**config.mk**
```make
export PLATFORM = sky130hd
export DESIGN_NAME = cpu_control_fsm
export DESIGN_NICKNAME = d
export VERILOG_FILES = /design/src/rtl/ctrl_pkg.sv /design/src/rtl/ctrl_decode.sv /design/src/rtl/cpu_control_fsm.sv
export SDC_FILE = /design/constraint.sdc
export NUM_CORES = 1
export LEC_CHECK = 0
export BUFFER_PORTS_ARGS = -buffer_cell sky130_fd_sc_hd__buf_2
export CELL_PAD_IN_SITES_DETAIL_PLACEMENT = 1
export CELL_PAD_IN_SITES_GLOBAL_PLACEMENT = 1
export CORE_ASPECT_RATIO = 1.75
export CORE_MARGIN = 1.5
export CORE_UTILIZATION = 30
export CTS_BUF_LIST = sky130_fd_sc_hd__clkbuf_2 sky130_fd_sc_hd__clkbuf_4 sky130_fd_sc_hd__clkbuf_8
export CTS_CLUSTER_SIZE = 14
export DETAILED_ROUTE_END_ITERATION = 10
export PLACE_DENSITY = 0.69
export SYNTH_ARGS = -nofsm -noshare
export SYNTH_HDL_FRONTEND = slang
export SYNTH_HIERARCHICAL = 1
export SYNTH_SLANG_ARGS = --single-unit
```
**constraint.sdc**
```tcl
create_clock -name clk -period 4.52 [get_ports clk]
set_input_delay 0.452 -clock clk [delete_from_list [all_inputs] [get_ports clk]]
set_output_delay 0.452 -clock clk [all_outputs]
set_load 0.005 [all_outputs]
```
**src/rtl/ctrl_pkg.sv**
```systemverilog
// ctrl_pkg: shared state enum, opcode/condition encodings, flag indices and legal-code check
package ctrl_pkg;
  typedef enum logic [1:0] {FETCH, DECODE, EXECUTE, HALT} state_t;
  localparam logic [3:0] OP_R = 4'h0;
  localparam logic [3:0] OP_BR = 4'hC;
  localparam logic [3:0] C_ADD = 4'h1;
  localparam logic [3:0] C_AND = 4'h2;
  localparam logic [3:0] C_OR = 4'h3;
  localparam logic [3:0] C_XOR = 4'h4;
  localparam logic [3:0] C_ADDU = 4'h5;
  localparam logic [3:0] C_SUB = 4'h9;
  localparam logic [3:0] C_CMP = 4'hB;
  localparam logic [3:0] C_MOV = 4'hD;
  localparam logic [3:0] CC_EQ = 4'h0;
  localparam logic [3:0] CC_NE = 4'h1;
  localparam logic [3:0] CC_CS = 4'h2;
  localparam logic [3:0] CC_CC = 4'h3;
  localparam logic [3:0] CC_LT = 4'h4;
  localparam logic [3:0] CC_GE = 4'h5;
  localparam logic [3:0] CC_UC = 4'hE;
  localparam int FLAG_N = 4;
  localparam int FLAG_C = 3;
  localparam int FLAG_F = 2;
  localparam int FLAG_Z = 1;
  localparam int FLAG_L = 0;
  function automatic logic is_legal(input logic [3:0] c);
    return c inside {C_ADD, C_AND, C_OR, C_XOR, C_ADDU, C_SUB, C_CMP, C_MOV};
  endfunction
endpackage

```
**src/rtl/ctrl_decode.sv**
```systemverilog
// ctrl_decode: combinational instruction-register decode into selects, opcode, immediate and control bits
module ctrl_decode
  import ctrl_pkg::*;
(
  input  logic [15:0] i_ir,
  output logic [3:0]  o_a_sel,
  output logic [3:0]  o_b_sel,
  output logic [7:0]  o_op_code,
  output logic [15:0] o_immediate,
  output logic        o_use_imm,
  output logic        o_write,
  output logic        o_branch,
  output logic        o_legal
);
  logic [3:0] w_op;
  logic [3:0] w_ext;
  logic       w_rtype;
  assign w_op = i_ir[15:12];
  assign w_ext = i_ir[7:4];
  assign w_rtype = w_op == OP_R;
  assign o_branch = w_op == OP_BR;
  assign o_legal = w_rtype ? is_legal(w_ext) : (o_branch || is_legal(w_op));
  assign o_op_code = (!o_legal || o_branch) ? 8'h00 : w_rtype ? {4'h0, w_ext} : {w_op, 4'h0};
  assign o_use_imm = o_legal && !w_rtype && !o_branch;
  assign o_write = o_legal && !o_branch && ((w_rtype ? w_ext : w_op) != C_CMP);
  assign o_immediate = {{8{i_ir[7]}}, i_ir[7:0]};
  assign o_a_sel = i_ir[11:8];
  assign o_b_sel = i_ir[3:0];
endmodule

```
**src/rtl/cpu_control_fsm.sv**
```systemverilog
// cpu_control_fsm: fetch/decode/execute controller with branch resolution; CTRL_ILLEGAL_TRAP_EN halts on illegal encodings
module cpu_control_fsm
  import ctrl_pkg::*;
#(
  parameter int                     PC_WIDTH = 16,
  parameter logic [PC_WIDTH-1:0]    RESET_PC = '0
)(
  input  logic                clk,
  input  logic                reset,
  output logic                instr_req,
  output logic [PC_WIDTH-1:0] pc,
  input  logic                instr_valid,
  input  logic [15:0]         instr,
  input  logic [4:0]          flags,
  output logic [15:0]         reg_enable,
  output logic [3:0]          a_select,
  output logic [3:0]          b_select,
  output logic                use_imm,
  output logic [15:0]         immediate,
  output logic [7:0]          op_code,
  output logic                illegal
);
  state_t              r_state;
  state_t              w_next;
  logic [PC_WIDTH-1:0] r_pc;
  logic [PC_WIDTH-1:0] w_disp;
  logic [15:0]         r_ir;
  logic                r_n;
  logic                r_c;
  logic                r_z;
  logic                r_cap;
  logic [3:0]          w_a;
  logic [3:0]          w_b;
  logic [7:0]          w_op_code;
  logic [15:0]         w_imm;
  logic                w_use_imm;
  logic                w_write;
  logic                w_branch;
  logic                w_legal;
  logic                w_taken;
  logic                w_active;
  logic                w_trap;
  logic                w_unused;
  ctrl_decode u_decode (
    .i_ir        (r_ir),
    .o_a_sel     (w_a),
    .o_b_sel     (w_b),
    .o_op_code   (w_op_code),
    .o_immediate (w_imm),
    .o_use_imm   (w_use_imm),
    .o_write     (w_write),
    .o_branch    (w_branch),
    .o_legal     (w_legal)
  );
`ifdef CTRL_ILLEGAL_TRAP_EN
  assign w_trap = !w_legal;
  assign illegal = r_state == HALT;
`else
  assign w_trap = 1'b0;
  assign illegal = 1'b0;
`endif
  assign w_unused = ^{flags[FLAG_F], flags[FLAG_L]};
  assign w_disp = {{(PC_WIDTH-8){w_imm[7]}}, w_imm[7:0]};
  assign w_taken = w_a == CC_EQ ? r_z :
                   w_a == CC_NE ? !r_z :
                   w_a == CC_CS ? r_c :
                   w_a == CC_CC ? !r_c :
                   w_a == CC_LT ? r_n :
                   w_a == CC_GE ? !r_n :
                   w_a == CC_UC;
  always_comb begin
    w_next = r_state;
    w_next = r_state == FETCH   ? (instr_valid ? DECODE : FETCH) :
             r_state == DECODE  ? (w_trap ? HALT : EXECUTE) :
             r_state == EXECUTE ? FETCH : HALT;
  end
  always_ff @(posedge clk) begin
    if (reset) begin
      r_state <= FETCH;
      r_pc <= RESET_PC;
      r_ir <= '0;
      r_n <= 1'b0;
      r_c <= 1'b0;
      r_z <= 1'b0;
      r_cap <= 1'b0;
    end else begin
      r_state <= w_next;
      if (r_state == FETCH && instr_valid) r_ir <= instr;
      if (r_state == FETCH && r_cap) begin
        r_n <= flags[FLAG_N];
        r_c <= flags[FLAG_C];
        r_z <= flags[FLAG_Z];
        r_cap <= 1'b0;
      end
      if (r_state == EXECUTE) begin
        r_pc <= r_pc + ((w_branch && w_taken) ? w_disp : PC_WIDTH'(1));
        r_cap <= !w_branch;
      end
    end
  end
  assign w_active = r_state == DECODE || r_state == EXECUTE;
  assign instr_req = r_state == FETCH;
  assign pc = r_pc;
  assign a_select = w_active ? w_a : 4'h0;
  assign b_select = w_active ? w_b : 4'h0;
  assign use_imm = w_active && w_use_imm;
  assign immediate = w_active ? w_imm : 16'h0000;
  assign op_code = w_active ? w_op_code : 8'h00;
  assign reg_enable = (r_state == EXECUTE && w_write && !reset) ? 16'h0001 << w_a : 16'h0000;
endmodule

```
Yosys cells after proc, flatten, opt, wreduce, memory -nomap -nowiden
Index checks and enable logic that the tools add are counted.
- register bits: 38
- latch bits: 0
- bits in writable memories: 0
- ROM bits: 0
- logic and storage cells: 83
- memories: 0
- $add $sub $neg: 1
- multiply operators: 0
- divide/modulo/power cells: 0
- $lt $le $gt $ge: 0
- equal/unequal tests: 26
- shifts and indexed selects: 1
- muxes and demuxes: 22
- bitwise gates (word level): 0
- reduce and logical (&&, ||, !) cells: 26
- operators with widths (cell ; number):
    16-bit two-way mux ; 3
    4-bit equality test, second input constant ; 8
    4-bit by 2-bit equality test with 1-bit output, second input constant ; 6
    4-bit by 3-bit equality test with 1-bit output, second input constant ; 6
    8-bit two-way mux ; 3
    16-bit adder ; 1
    8-bit nonzero test ; 2
    1-bit by 4-bit left shift with 16-bit output, first input constant ; 1
    4-bit by 1-bit equality test with 1-bit output, second input constant ; 3
    4-bit two-way mux ; 3
    1-bit logical AND ; 10
    1-bit two-way mux ; 10
    4-bit logical NOT ; 2
    1-bit logical NOT ; 7
    2-bit two-way mux ; 3
    4-bit != test, second input constant ; 1
    1-bit logical OR ; 3
    2-bit by 1-bit equality test with 1-bit output, second input constant ; 1
    2-bit equality test, second input constant ; 1
    2-bit logical NOT ; 1
    2-bit nonzero test ; 1

Depth between registers and ports, before layout
- depth after elaboration: 10
- mapped depth: 14

Modules after synthesis
The synthesis kept the hierarchy.
- modules (own cells, without submodules) (module ; times used ; cells each ; area each (sq um) ; sequential area each (sq um)):
    cpu_control_fsm ; 1 ; 314 ; 2413.6 ; 760.7
    ctrl_decode ; 1 ; 57 ; 405.4 ; 0.0

Worst setup path after synthesis
Ideal clock, no wire load.
- kind: register to register
- start: register r_ir[9]
- end: register r_pc[10] (netlist: pc[10])
- data arrival time: 3464 ps
- data required time: 4397 ps
- path slack: 933 ps
- stages on the path, launching flop included: 15
- path through: dfxtp_1 > buf_4 > or2_1 > buf_6 > or3b_4 > a31oi_1 > nand2b_1 > ha_1 > fa_1 > a211oi_1 > o21bai_1 > a31oi_2 > and4b_1 > o21ai_1 > mux2_1
- longest elaborated chain between the ends: 10
- elaborated cells between the ends (all ways): 16
- those cells by class: add/sub: 1; eq/ne: 6; mux: 7; reduce/logical: 2
- ends and longest elaborated chain (what ; RTL line ; source):
    start, declared ; cpu_control_fsm.sv:27 ; logic [15:0] r_ir;
    start signal, assigned ; cpu_control_fsm.sv:88 ; if (r_state == FETCH && instr_valid) r_ir <= instr;
    4-bit equality test or 4-bit by 3-bit equality test with 1-bit output (tied branches) ; cpu_control_fsm.sv:70, cpu_control_fsm.sv:69 ;
    1-bit two-way mux ; cpu_control_fsm.sv:69 ; w_a == CC_GE ? !r_n :
    1-bit two-way mux ; cpu_control_fsm.sv:68 ; w_a == CC_LT ? r_n :
    1-bit two-way mux ; cpu_control_fsm.sv:67 ; w_a == CC_CC ? !r_c :
    1-bit two-way mux ; cpu_control_fsm.sv:66 ; w_a == CC_CS ? r_c :
    1-bit two-way mux ; cpu_control_fsm.sv:65 ; w_a == CC_NE ? !r_z :
    1-bit two-way mux (*) ; cpu_control_fsm.sv:64 ; assign w_taken = w_a == CC_EQ ? r_z :
    1-bit logical AND (*) ; cpu_control_fsm.sv:96 ; r_pc <= r_pc + ((w_branch && w_taken) ? w_disp : PC_WIDTH'(1));
    16-bit two-way mux (*) ; cpu_control_fsm.sv:96 ;
    16-bit adder (*) ; cpu_control_fsm.sv:96 ;
    end signal, assigned ; cpu_control_fsm.sv:96 ;
    end, declared ; cpu_control_fsm.sv:25 ; logic [PC_WIDTH-1:0] r_pc;
Every way passes the cells marked *; elsewhere a longest branch is shown, timed or not.
A chain may end at the register's enable or synchronous reset.

Final worst setup path
Same ends and word-level chain as after synthesis.

==> key figures <==
Run status
  – Status: finished, final reports clean

Floorplanning
  – Row Count: 46
  – Die ar.: roughly 10000 um^2
  – Core Area: just over 9000 um^2
  – IO Pins: between 90 and 100
  – Starting Density: between 30% and 40%
  – Die Span X: between 70 and 80 um
  – Die Y: roughly 130 um

Global route
  – GRT Overall Usage: roughly 17%
  – Gr ovfl total: 0
  – First-pass GRT wire length: around 13000 um
  – Initial antenna violation count: 0
  – Vias in the first global route: approximately 2700
  – Largest net degree at the start of global routing: 49

Yosys
  – Synthesized area per cell: approximately 7.6 um^2
  – Cells after Synth: between 300 and 400
  – Cell Area, Synth: between 2000 and 3000 um^2
  – Syn_nets: 402
  – Yosys warnings: 6

Worst setup path
  – CP bufs+invs: 0
  – Crit end category: register
  – Crit path cell chain: or2_1, or3b_4, a31oi_1, nand2b_1, ha_1, fa_1, a211oi_1, o21bai_1, a31oi_2, and4b_1, o21ai_1, mux2_1
  – CP delay by family, top: compound AO/OA/AOI/OAI gates
  – Crit. path cell count: 12
  – Startpoint Class: register
  – CP max stage cell: a31oi_1
  – Reg2Reg Setup Slack: between 500 and 600 ps
  – Reg2reg end: pc[10]
  – CP required: 4730 ps
  – R2R depth: 12
  – WP data arrival: about 4200 ps
  – Critical R2R Launch: r_ir[9]
  – Setup crit end: pc[10]
  – Crit-path max cell delay: about 520 ps
  – Worst Setup SP: r_ir[9]
  – WS Path Type: reg -> reg
  – Crit path max fanout: 8

Finish
  – Antenna cell count: 0
  – Non-Filler Instances: roughly 540
  – Share of layout cells above drive strength 1: 25.8%
  – Util after Layout: approximately 36%
  – Nets: ~460
  – Design Area, Final: 3270 um^2
  – Area delta synth->final: 16.6%

STA
  – Max-slew headroom: 31.2%
  – Worst Skew: around 7.4 ps
  – Setup TNS Final: 0 ps
  – Tcrit/Tclk final: about nine tenths
  – Hold WS: approximately 370 ps
  – Hold Fails Final Rpt: 0
  – Minimum clock period: approximately 4000 ps
  – Max Clk Rate: roughly 250 MHz
  – Slew Limit Fails: 0
  – Worst-Margin Slew: 1030 ps
  – RSZ-0062 raised after global routing: false
  – Setup violators final: 0

Route
  – DR WL/cell: roughly 15 um
  – Antenna-violating nets left: 0
  – DRT Pass-1 Iters: 4
  – Drt drc: 0
  – Via/cell ratio: a little under 5
  – Vias: ~2600
  – Final Routed Wirelength: between 7000 and 8000 um
  – Iteration-0 DRC Markers: 41

Placement
  – Port Buffer Count: 87
  – Placed cells: ~540
  – Detailed placement HPWL: about 6000 um
  – DP Area: between 3000 and 4000 um^2
  – RD Place Congestion: roughly 0.83

Power
  – Peak VDD IR: roughly 0.00014 V
  – Leakage power: around 1.5 nW
  – Pwr/cell area: 320 nW/um^2

Clocking
  – Hold_buf cts: 0
  – Maximum clock path buffer count: 2
  – Worst-Skew Late Latency: 310 ps
  – CTS buffer count: 5
  – TritonCTS clock tree: built
  – PostCTS Resize Cnt: 0
  – H-tree depth: 2
  – Clock Pin Slew Worst Setup and Hold Paths: about 90 ps
  – Root buffer cell: clkbuf_8
  – CTS Sinks: 38
  – Postcts setup bufs: 0

Hold path
  – Min-delay worst type: in -> reg

Job
  – Max cap viols: 0
[routing by layer]
metal,vias up,global-route usage (%),part of all wire [%]
li1,1321,-,-
met1,1238,16.5,38
met2,54,34.0,56
met3,7,3.33,4.3
met4,0,5.56,1.4
met5,-,0,0
[worst min path at each step]
stage                          end     start  cells after the start  slack [ps]
after floorplan           r_ir[14]  r_ir[14]                      2         430
after global placement         r_c       r_c                      2         470
after detailed placement   r_ir[0]   r_ir[0]                      2         480
after CTS                  r_ir[7]  instr[7]                      3         360
after global routing       r_ir[6]  instr[6]                      3         370
final                      r_ir[1]  instr[1]                      3         370
[cells in the final DEF (no fill, tap or decap), drive strengths merged, types with 5 or more instances in the layout]
cell and instances:
nor2 41, xnor2 7, mux2i 6, o21ai 7
nor4 5, nor3 6, dfxtp 38, nand2 49
nand2b 6, inv 6, nor2b 8, a31oi 7
clkbuf 5, and2 46, nand3 6, ha 9
mux2 7, buf 90, a21oi 29
[cell type report]
cell class              count  area [um^2]
clock buffers               5         68.8
clock inverters             3         68.8
fillers                  1196         5830
inverters                   6         22.5
multi-input cells         281         1740
flip-flops and latches     38          761
well taps                 120          150
repair buffers             90          458
[worst reg2reg max path: stages (launching register included)]
cell	delay, ps
dfxtp_1	310
or2_1	320
or3b_4	420
a31oi_1	520
nand2b_1	120
ha_1	240
fa_1	450
a211oi_1	270
o21bai_1	140
a31oi_2	420
and4b_1	270
o21ai_1	70
mux2_1	350
[per-stage QoR]
step           worst slack, ps  power (mW)
6_report                   510        1.05
4_1_cts                    497        1.06
3_5_place_dp               516       0.697
2_1_floorplan              933       0.632
5_1_grt                    191        1.11
3_3_place_gp               633       0.683
[flip-flops by register name (all words and copies together) (netlist names)]
register  flops
r_state       2
r_n           1
r_cap         1
r_c           1
r_z           1
r_ir         16
pc           16
[where the power goes]
group	leakage, nW	switching (mW)	internal [mW]	total [mW]
registers	0.309	0.0353	0.362	0.397
clock network	0.0683	0.143	0.221	0.364
logic	1.14	0.170	0.114	0.284
Note: power is estimated with default switching activity, not from simulation.
